### src/rtl/dcache_write_buffer_if.sv
// Bus bundle between the D-cache (up_*), the write buffer and the AXI bridge (dn_*).
// slave  : view used by dcache_write_buffer itself.
// master : view used by whatever drives the buffer (cache side and bridge side combined).
interface dcache_write_buffer_if;
  // Cache-side line write
  logic         up_w_valid;
  logic         up_w_ready;
  logic [31:0]  up_w_addr;
  logic [127:0] up_w_data;
  // Cache-side line refill
  logic         up_r_valid;
  logic         up_r_ready;
  logic [31:0]  up_r_addr;
  logic         up_r_resp_valid;
  logic [127:0] up_r_resp_data;
  // Bridge-side line write
  logic         dn_w_valid;
  logic         dn_w_ready;
  logic [31:0]  dn_w_addr;
  logic [127:0] dn_w_data;
  logic         dn_w_done;
  // Bridge-side line read
  logic         dn_r_valid;
  logic         dn_r_ready;
  logic [31:0]  dn_r_addr;
  logic         dn_r_resp_valid;
  logic [127:0] dn_r_resp_data;

  modport slave (
    input  up_w_valid, up_w_addr, up_w_data,
    input  up_r_valid, up_r_addr,
    input  dn_w_ready, dn_w_done,
    input  dn_r_ready, dn_r_resp_valid, dn_r_resp_data,
    output up_w_ready, up_r_ready, up_r_resp_valid, up_r_resp_data,
    output dn_w_valid, dn_w_addr, dn_w_data,
    output dn_r_valid, dn_r_addr
  );

  modport master (
    output up_w_valid, up_w_addr, up_w_data,
    output up_r_valid, up_r_addr,
    output dn_w_ready, dn_w_done,
    output dn_r_ready, dn_r_resp_valid, dn_r_resp_data,
    input  up_w_ready, up_r_ready, up_r_resp_valid, up_r_resp_data,
    input  dn_w_valid, dn_w_addr, dn_w_data,
    input  dn_r_valid, dn_r_addr
  );
endinterface

### src/rtl/dcache_write_buffer.sv
// Posted write buffer between D-cache evictions and the AXI bridge line ports.
// Accepts dirty-line writebacks, drains them to the bridge in FIFO order and
// forwards buffered lines to refills so a refill never sees stale memory.
//
// Ports:
//   clk, rst  : clock and synchronous active-high reset
//   bus       : dcache_write_buffer_if.slave (up_* cache side, dn_* bridge side)
//   wb_empty  : buffer holds no entries
//   wb_count  : number of buffered entries
//
// Build option: define WB_COALESCE_EN to merge writes into an existing,
// not-in-flight entry for the same line instead of pushing a duplicate.
module dcache_write_buffer #(
  parameter int unsigned DEPTH = 4
) (
  input  logic                    clk,
  input  logic                    rst,
  dcache_write_buffer_if.slave    bus,
  output logic                    wb_empty,
  output logic [$clog2(DEPTH):0]  wb_count
);

  localparam int unsigned PTR_W  = $clog2(DEPTH);
  localparam int unsigned CNT_W  = PTR_W + 1;
  localparam int unsigned TAG_W  = 28;
  localparam int unsigned LINE_W = 128;

  typedef enum logic [1:0] {W_IDLE = 2'd0, W_REQ = 2'd1, W_WAIT = 2'd2} w_state_t;
  typedef enum logic [1:0] {R_IDLE = 2'd0, R_HIT = 2'd1, R_MISS = 2'd2} r_state_t;

  // Entry storage
  logic [DEPTH-1:0]  valid_q;
  logic [TAG_W-1:0]  tag_q  [DEPTH];
  logic [LINE_W-1:0] data_q [DEPTH];
  logic [PTR_W-1:0]  head_q;
  logic [PTR_W-1:0]  tail_q;
  logic [CNT_W-1:0]  count_q;

  w_state_t          w_state_q;
  logic              dn_w_valid_q;
  logic [31:0]       dn_w_addr_q;
  logic [LINE_W-1:0] dn_w_data_q;

  r_state_t          r_state_q;
  logic              hit_valid_q;
  logic [LINE_W-1:0] hit_data_q;

  logic [TAG_W-1:0]  w_tag;
  logic [TAG_W-1:0]  r_tag;
  logic              w_ready;
  logic              push;
  logic              pop;
  logic              coal_wr;
  logic              c_hit;
  logic [PTR_W-1:0]  c_idx;
  logic              r_hit;
  logic [PTR_W-1:0]  r_idx;
  logic [PTR_W-1:0]  r_scan;
  logic              conflict;
  logic              r_ready;
  logic              dn_r_valid;
  logic [31:0]       dn_r_addr;
  logic              unused_low_bits;

  assign w_tag = bus.up_w_addr[31:4];
  assign r_tag = bus.up_r_addr[31:4];
  assign unused_low_bits = ^{bus.up_w_addr[3:0], bus.up_r_addr[3:0]};

  // Youngest valid entry whose tag matches the refill address
  always_comb begin
    r_hit  = 1'b0;
    r_idx  = '0;
    r_scan = '0;
    for (int unsigned i = 0; i < DEPTH; i++) begin
      r_scan = head_q + PTR_W'(i);
      if (valid_q[r_scan] && (tag_q[r_scan] == r_tag)) begin
        r_hit = 1'b1;
        r_idx = r_scan;
      end
    end
  end

`ifdef WB_COALESCE_EN
  logic [PTR_W-1:0] c_scan;

  // Youngest matching entry that is not the head already handed to the bridge
  always_comb begin
    c_hit  = 1'b0;
    c_idx  = '0;
    c_scan = '0;
    for (int unsigned i = 0; i < DEPTH; i++) begin
      c_scan = head_q + PTR_W'(i);
      if (valid_q[c_scan] && (tag_q[c_scan] == w_tag) &&
          !((c_scan == head_q) && (w_state_q != W_IDLE))) begin
        c_hit = 1'b1;
        c_idx = c_scan;
      end
    end
  end
`else
  assign c_hit = 1'b0;
  assign c_idx = '0;
`endif

  // A full buffer refuses pushes even when the head pops this cycle
  assign w_ready = (count_q < CNT_W'(DEPTH)) | c_hit;
  assign push    = bus.up_w_valid & w_ready & ~c_hit;
  assign coal_wr = bus.up_w_valid & c_hit;
  assign pop     = (w_state_q == W_WAIT) & bus.dn_w_done;

  // Tag/data payload; no reset needed, guarded by valid_q
  always_ff @(posedge clk) begin
    if (push) begin
      tag_q[tail_q]  <= w_tag;
      data_q[tail_q] <= bus.up_w_data;
    end
    if (coal_wr) begin
      data_q[c_idx] <= bus.up_w_data;
    end
  end

  // Pointers, valid bits and occupancy
  always_ff @(posedge clk) begin
    if (rst) begin
      valid_q <= '0;
      head_q  <= '0;
      tail_q  <= '0;
      count_q <= '0;
    end else begin
      if (push) begin
        valid_q[tail_q] <= 1'b1;
        tail_q          <= tail_q + PTR_W'(1);
      end
      if (pop) begin
        valid_q[head_q] <= 1'b0;
        head_q          <= head_q + PTR_W'(1);
      end
      case ({push, pop})
        2'b10:   count_q <= count_q + CNT_W'(1);
        2'b01:   count_q <= count_q - CNT_W'(1);
        default: count_q <= count_q;
      endcase
    end
  end

  // Drain FSM: head stays buffered (and forwardable) until the bridge reports done
  always_ff @(posedge clk) begin
    if (rst) begin
      w_state_q    <= W_IDLE;
      dn_w_valid_q <= 1'b0;
      dn_w_addr_q  <= '0;
      dn_w_data_q  <= '0;
    end else begin
      case (w_state_q)
        W_IDLE: begin
          if (count_q != '0) begin
            w_state_q    <= W_REQ;
            dn_w_valid_q <= 1'b1;
            dn_w_addr_q  <= {tag_q[head_q], 4'b0000};
            // A write merging into the head this very cycle must be what goes out
            dn_w_data_q  <= (coal_wr && (c_idx == head_q)) ? bus.up_w_data : data_q[head_q];
          end
        end
        W_REQ: begin
          if (bus.dn_w_ready) begin
            w_state_q    <= W_WAIT;
            dn_w_valid_q <= 1'b0;
          end
        end
        W_WAIT: begin
          if (bus.dn_w_done) begin
            w_state_q <= W_IDLE;
          end
        end
        default: begin
          w_state_q    <= W_IDLE;
          dn_w_valid_q <= 1'b0;
        end
      endcase
    end
  end

  // Same-line write in the same cycle wins; the read retries against new contents
  assign conflict = bus.up_w_valid & bus.up_r_valid & (w_tag == r_tag);

  // Refill acceptance and miss request toward the bridge
  always_comb begin
    r_ready    = 1'b0;
    dn_r_valid = 1'b0;
    dn_r_addr  = '0;
    if ((r_state_q == R_IDLE) && bus.up_r_valid && !conflict) begin
      if (r_hit) begin
        r_ready = 1'b1;
      end else begin
        dn_r_valid = 1'b1;
        dn_r_addr  = {r_tag, 4'b0000};
        r_ready    = bus.dn_r_ready;
      end
    end
  end

  // Read FSM: one refill outstanding at a time
  always_ff @(posedge clk) begin
    if (rst) begin
      r_state_q   <= R_IDLE;
      hit_valid_q <= 1'b0;
      hit_data_q  <= '0;
    end else begin
      case (r_state_q)
        R_IDLE: begin
          if (r_ready) begin
            if (r_hit) begin
              r_state_q   <= R_HIT;
              hit_valid_q <= 1'b1;
              hit_data_q  <= data_q[r_idx];
            end else begin
              r_state_q <= R_MISS;
            end
          end
        end
        R_HIT: begin
          r_state_q   <= R_IDLE;
          hit_valid_q <= 1'b0;
          hit_data_q  <= '0;
        end
        R_MISS: begin
          if (bus.dn_r_resp_valid) begin
            r_state_q <= R_IDLE;
          end
        end
        default: begin
          r_state_q   <= R_IDLE;
          hit_valid_q <= 1'b0;
        end
      endcase
    end
  end

  // Outputs
  assign bus.up_w_ready      = w_ready;
  assign bus.up_r_ready      = r_ready;
  assign bus.dn_r_valid      = dn_r_valid;
  assign bus.dn_r_addr       = dn_r_addr;
  assign bus.dn_w_valid      = dn_w_valid_q;
  assign bus.dn_w_addr       = dn_w_addr_q;
  assign bus.dn_w_data       = dn_w_data_q;
  assign bus.up_r_resp_valid = hit_valid_q |
                               ((r_state_q == R_MISS) & bus.dn_r_resp_valid);
  assign bus.up_r_resp_data  = hit_valid_q ? hit_data_q :
                               (((r_state_q == R_MISS) && bus.dn_r_resp_valid) ?
                                bus.dn_r_resp_data : '0);
  assign wb_count            = count_q;
  assign wb_empty            = (count_q == '0);

endmodule

### src/flat_wrapper.sv
// flat-port wrapper written by rule: the top's interface ports become plain ports
module dcache_write_buffer_flat 
#(
  parameter int unsigned DEPTH = 4
)
  (clk, rst, wb_empty, wb_count, bus_up_w_valid, bus_up_w_addr, bus_up_w_data, bus_up_r_valid, bus_up_r_addr, bus_dn_w_ready, bus_dn_w_done, bus_dn_r_ready, bus_dn_r_resp_valid, bus_dn_r_resp_data, bus_up_w_ready, bus_up_r_ready, bus_up_r_resp_valid, bus_up_r_resp_data, bus_dn_w_valid, bus_dn_w_addr, bus_dn_w_data, bus_dn_r_valid, bus_dn_r_addr);
  dcache_write_buffer_if bus_i ();
  input  logic clk;
  input  logic rst;
  output logic wb_empty;
  output logic [$clog2(DEPTH):0] wb_count;
  input wire logic [$bits(bus_i.up_w_valid)-1:0] bus_up_w_valid;
  input wire logic [$bits(bus_i.up_w_addr)-1:0] bus_up_w_addr;
  input wire logic [$bits(bus_i.up_w_data)-1:0] bus_up_w_data;
  input wire logic [$bits(bus_i.up_r_valid)-1:0] bus_up_r_valid;
  input wire logic [$bits(bus_i.up_r_addr)-1:0] bus_up_r_addr;
  input wire logic [$bits(bus_i.dn_w_ready)-1:0] bus_dn_w_ready;
  input wire logic [$bits(bus_i.dn_w_done)-1:0] bus_dn_w_done;
  input wire logic [$bits(bus_i.dn_r_ready)-1:0] bus_dn_r_ready;
  input wire logic [$bits(bus_i.dn_r_resp_valid)-1:0] bus_dn_r_resp_valid;
  input wire logic [$bits(bus_i.dn_r_resp_data)-1:0] bus_dn_r_resp_data;
  output wire logic [$bits(bus_i.up_w_ready)-1:0] bus_up_w_ready;
  output wire logic [$bits(bus_i.up_r_ready)-1:0] bus_up_r_ready;
  output wire logic [$bits(bus_i.up_r_resp_valid)-1:0] bus_up_r_resp_valid;
  output wire logic [$bits(bus_i.up_r_resp_data)-1:0] bus_up_r_resp_data;
  output wire logic [$bits(bus_i.dn_w_valid)-1:0] bus_dn_w_valid;
  output wire logic [$bits(bus_i.dn_w_addr)-1:0] bus_dn_w_addr;
  output wire logic [$bits(bus_i.dn_w_data)-1:0] bus_dn_w_data;
  output wire logic [$bits(bus_i.dn_r_valid)-1:0] bus_dn_r_valid;
  output wire logic [$bits(bus_i.dn_r_addr)-1:0] bus_dn_r_addr;
  assign bus_i.up_w_valid = bus_up_w_valid;
  assign bus_i.up_w_addr = bus_up_w_addr;
  assign bus_i.up_w_data = bus_up_w_data;
  assign bus_i.up_r_valid = bus_up_r_valid;
  assign bus_i.up_r_addr = bus_up_r_addr;
  assign bus_i.dn_w_ready = bus_dn_w_ready;
  assign bus_i.dn_w_done = bus_dn_w_done;
  assign bus_i.dn_r_ready = bus_dn_r_ready;
  assign bus_i.dn_r_resp_valid = bus_dn_r_resp_valid;
  assign bus_i.dn_r_resp_data = bus_dn_r_resp_data;
  assign bus_up_w_ready = bus_i.up_w_ready;
  assign bus_up_r_ready = bus_i.up_r_ready;
  assign bus_up_r_resp_valid = bus_i.up_r_resp_valid;
  assign bus_up_r_resp_data = bus_i.up_r_resp_data;
  assign bus_dn_w_valid = bus_i.dn_w_valid;
  assign bus_dn_w_addr = bus_i.dn_w_addr;
  assign bus_dn_w_data = bus_i.dn_w_data;
  assign bus_dn_r_valid = bus_i.dn_r_valid;
  assign bus_dn_r_addr = bus_i.dn_r_addr;
  dcache_write_buffer #(.DEPTH(DEPTH)) u_core (.clk(clk), .rst(rst), .bus(bus_i), .wb_empty(wb_empty), .wb_count(wb_count));
endmodule
### config.mk
export PLATFORM = sky130hd
export DESIGN_NAME = dcache_write_buffer_flat
export DESIGN_NICKNAME = d
export VERILOG_FILES = /design/src/rtl/dcache_write_buffer_if.sv /design/src/rtl/dcache_write_buffer.sv /design/src/flat_wrapper.sv
export SDC_FILE = /design/constraint.sdc
export NUM_CORES = 2
export LEC_CHECK = 0
export ABC_AREA = 0
export BUFFER_PORTS_ARGS = -buffer_cell sky130_fd_sc_hd__buf_2
export CORE_ASPECT_RATIO = 1.5
export CORE_UTILIZATION = 50
export CTS_CLUSTER_DIAMETER = 120
export DETAILED_ROUTE_END_ITERATION = 12
export GPL_TIMING_DRIVEN = 0
export HOLD_SLACK_MARGIN = 0.06
export PLACE_DENSITY_LB_ADDON = 0.15
export SYNTH_ARGS = -nofsm -noshare
export SYNTH_HDL_FRONTEND = slang
export SYNTH_SLANG_ARGS = --single-unit
### constraint.sdc
create_clock -name clk -period 10.8 [get_ports clk]
set_clock_uncertainty 0.1 [all_clocks]
set_input_delay 0.54 -clock clk [delete_from_list [all_inputs] [get_ports clk]]
set_output_delay 0.54 -clock clk [all_outputs]
set_load 0.02 [all_outputs]
==> flow_metrics.env <==
export IMPL_synth_top_family_by_area="compound AO/OA/AOI/OAI gates"
export IMPL_ys_warn_count=0
export IMPL_r2r_setup_slack_ns=-0.04
export IMPL_yosys_area_top_type="edfxtp_1"
export IMPL_seq_area_frac_synth_pct=43.4
export IMPL_fin_nets=6734
export IMPL_synthMuxAreaShare_pct=11.6
export IMPL_rsz0062_at_grt="no"
export IMPL_stdcell_area_um2=67200
export IMPL_cp_depth=26
export IMPL_async_reset_ff_share_pct=0
export IMPL_ys_types=81
export IMPL_crit_fanout=19
export IMPL_rows=151
export IMPL_core_area_um2=113000
export IMPL_post_cts_buffers=0
export IMPL_synth_common_cells="edfxtp_1 (624), nand2_1 (456), clkbuf_1 (448)"
export IMPL_finalWorstSetupSlack_ns=-0.0450
export IMPL_comb_power_share_pct=18.8
export IMPL_synth_top_area_share_pct=32.8
export IMPL_worstSetupPathType="reg -> reg"
export IMPL_clock_latency_ns=0.74
export IMPL_fillers=9728
export IMPL_ant_nets=0
export IMPL_cap_violations=4
export IMPL_die_w_um=278
export IMPL_p_int_mw=6.38
export IMPL_drive_above_1_share_pct=18.5
export IMPL_swShare_pct=30.8
export IMPL_antenna_found_initial=39
export IMPL_routedWlPerCell_um=34.1
export IMPL_finalCoreUtilization_pct=59.4
export IMPL_root_buffer="clkbuf_16"
export IMPL_htree_levels=3
export IMPL_grt_overflow=0
export IMPL_synth_area_leaders="edfxtp_1 (33%), dfxtp_1 (11%), mux4_2 (8.1%)"
export IMPL_die_height_um=416
export IMPL_grt_pass1_wl_um=381000
export IMPL_slew_headroom_pct=-14.1
export IMPL_arrival_ns=11.36
export IMPL_start_util_pct=50.5
export IMPL_crit_end="u_core.hit_data_q[29]"
export IMPL_critPathLaunch="u_core.head_q[0]"
export IMPL_multi_input_area_um2=29400
export IMPL_synth_most_common_cell="edfxtp_1"
export IMPL_drt_total_wl_um=272000
export IMPL_synth_seq_cells=927
export IMPL_clock_sinks=927
export IMPL_max_slew_worst_pin_slew_ns=1.71
export IMPL_fin_crit_ns=10.84
export IMPL_place_ws_ns=-0.646
export IMPL_final_hold_violation_count=0
export IMPL_post_synth_fa_ha_maj_area_fraction_pct=0.232
export IMPL_finalPower_mw=9.23
export IMPL_die_area_um2=116000
export IMPL_cp_top_family="buffers and inverters"
export IMPL_endpoint_kind="flip-flop"
export IMPL_path_buf_inv=16
export IMPL_synth_area_per_cell_um2=10.4
export IMPL_synthFlopType="edfxtp_1"
export IMPL_p_leak_nw=24.0
export IMPL_status="finished, violations left"
export IMPL_clock_fmax_ghz=0.0922
export IMPL_drt_initial_drc_count=7038
export IMPL_synth_xor_area_share_pct=2.02
export IMPL_routabilityCongestion=1.06
export IMPL_clkPwrFrac_pct=36.0
export IMPL_numPortBuffers=616
export IMPL_fin_hold_ws_ns=0.0946
export IMPL_rr_worst_depth=26
export IMPL_tns_ns=-0.124
export IMPL_fin_cells=7960
export IMPL_via_count=56400
export IMPL_setup_viol=11
export IMPL_first_global_vias=53900
export IMPL_synthCells=5509
export IMPL_syn_area_um2=57100
export IMPL_track_usage_pct=45.7
export IMPL_ir_worst_vdd_v=0.000141
export IMPL_synth_compound_area_share_pct=19.4
export IMPL_cts_buffers_inserted=91
export IMPL_worst_path_largest_cell_delay_ns=1.29
export IMPL_power_switching_mw=2.85
export IMPL_drc=0
export IMPL_violations="max-capacitance violations, max-slew violations, negative setup slack"
export IMPL_dr_pass1_iters=10
export IMPL_critPathRequiredTime_ns=11.32
export IMPL_vias_per_cell=7.09
export IMPL_dp_cells=7600
export IMPL_period_share_pct=100
export IMPL_cts_buffer_depth=3
export IMPL_synth_simple_area_share_pct=18.1
export IMPL_place_hpwl_um=201000
export IMPL_grt_max_degree=50
export IMPL_path_clk_slew_ns=0.06
export IMPL_startpoint_type="flip-flop"
export IMPL_worstReg2RegEnd="u_core.hit_data_q[29]"
export IMPL_final_seq_area_um2=24800
export IMPL_cp_slowest_cell="clkbuf_1"
export IMPL_areaGrowthSynthToFinish_pct=17.6
export IMPL_post_dp_cell_area_um2=62500
export IMPL_reg2reg_from="u_core.head_q[0]"
export IMPL_powerDensity_nw_per_um2=137
export IMPL_synth_edff_count=624
export IMPL_cts_tree="done"
export IMPL_hold_class="in -> reg"
export IMPL_finalMaxSlewViolations=44
export IMPL_sequentialPowerShare_pct=45.2
export IMPL_ioPinCount=657
-- flip-flops by register name, indices dropped and copies added, names as in the netlist, named ones only --
signal                 cells
u_core.bus.dn_w_data     128
u_core.r_state_q           2
u_core.wb_count            3
u_core.tail_q              2
u_core.hit_data_q        128
u_core.data_q            512
u_core.head_q              2
u_core.valid_q             4
u_core.bus.dn_w_addr      28
u_core.hit_valid_q         1
u_core.w_state_q           2
u_core.tag_q             112
u_core.bus.dn_w_valid      1
-- power groups by stage --
stage | clock network [mW] | logic (mW) | registers (mW)
after floorplan | 0 | 0.815 | 4.32
after global placement | 0 | 1.58 | 4.28
after detailed placement | 0 | 1.62 | 4.24
after CTS | 3.33 | 1.68 | 4.16
after global routing | 3.45 | 1.79 | 4.19
final | 3.32 | 1.73 | 4.17
-- layout by cell type, fill, tap and decap left out, types with 17 or more instances in the layout --
master,Yosys,final
and2_1,205,201
dfxtp_1,303,303
xor2_1,41,41
nor3b_1,199,199
nand4_1,84,84
buf_2,116,732
mux2i_1,193,193
mux4_2,206,206
nor2_1,97,97
buf_1,42,42
dlygate4sd3_1,0,157
nand2b_1,18,18
edfxtp_1,624,624
clkbuf_16,0,95
nor3_1,17,17
buf_4,34,34
xnor2_1,91,91
nor2b_1,206,206
o2111ai_1,203,203
a211oi_1,207,207
o211ai_1,400,400
nand3_1,332,332
o31ai_1,61,61
clkbuf_1,448,444
nand2_1,456,456
o21ai_0,17,17
inv_1,19,19
and3_1,223,223
o221ai_1,62,62
nor4_1,19,19
a21oi_1,226,226
a22o_1,230,230
diode_2,0,35
-- what timing repair did --
| action | 4_1_cts | 5_1_grt |
|---|---|---|
| endpoints found under the setup margin | 149 | 23 |
| gates resized for setup | 2 | 0 |
| endpoints found under the hold margin | 622 | 0 |
| hold buffers | 157 | 0 |
-- per-layer routing --
| metal | global-route usage [%] | up-vias | routed length, µm |
|---|---|---|---|
| met5 | 0 | - | 178 |
| met4 | 37.9 | 26 | 25900 |
| met3 | 12.1 | 1206 | 29400 |
| met2 | 73.3 | 4321 | 125000 |
| met1 | 50.8 | 27500 | 91000 |
| li1 | - | 23400 | - |
-- worst min-delay path by stage --
stage                                        start                       end  slack (ns)  cells past startpoint
after floorplan             u_core.hit_data_q[103]    u_core.hit_data_q[103]        0.35                      2
after global placement    u_core.bus.dn_w_data[58]  u_core.bus.dn_w_data[58]        0.34                      2
after detailed placement   u_core.bus.dn_w_addr[9]   u_core.bus.dn_w_addr[9]        0.34                      2
after CTS                        bus_up_w_addr[11]        u_core.tag_q[2][7]        0.07                      1
after global routing             bus_up_w_addr[11]        u_core.tag_q[2][7]        0.08                      1
final                            bus_up_w_addr[11]        u_core.tag_q[1][7]        0.09                      1
-- area by class of cell --
cell class	count	area share, %
Tap cell	1453	2.71
Clock buffer	111	3.73
Timing Repair Buffer	788	7.51
Antenna cell	35	0.130
Sequential cell	927	36.9
Clock inverter	58	0.827
Multi-Input combinational cell	3910	43.8
Inverter	21	0.117
Buffer	657	4.31
-- kinds of logic (layout without fill, tap and decap cells) --
logic type                 Yosys count  in the layout
other                                1             43
AOI/OAI and AO/OA                 1464           1464
muxes                              406            406
buffers and inverters              679           1635
adders and majority gates           10             10
and+or+nand+nor                   1890           1890
xor gates and xnor gates           132            132
DFF                                927            927
(Power assumes the default switching activity.)
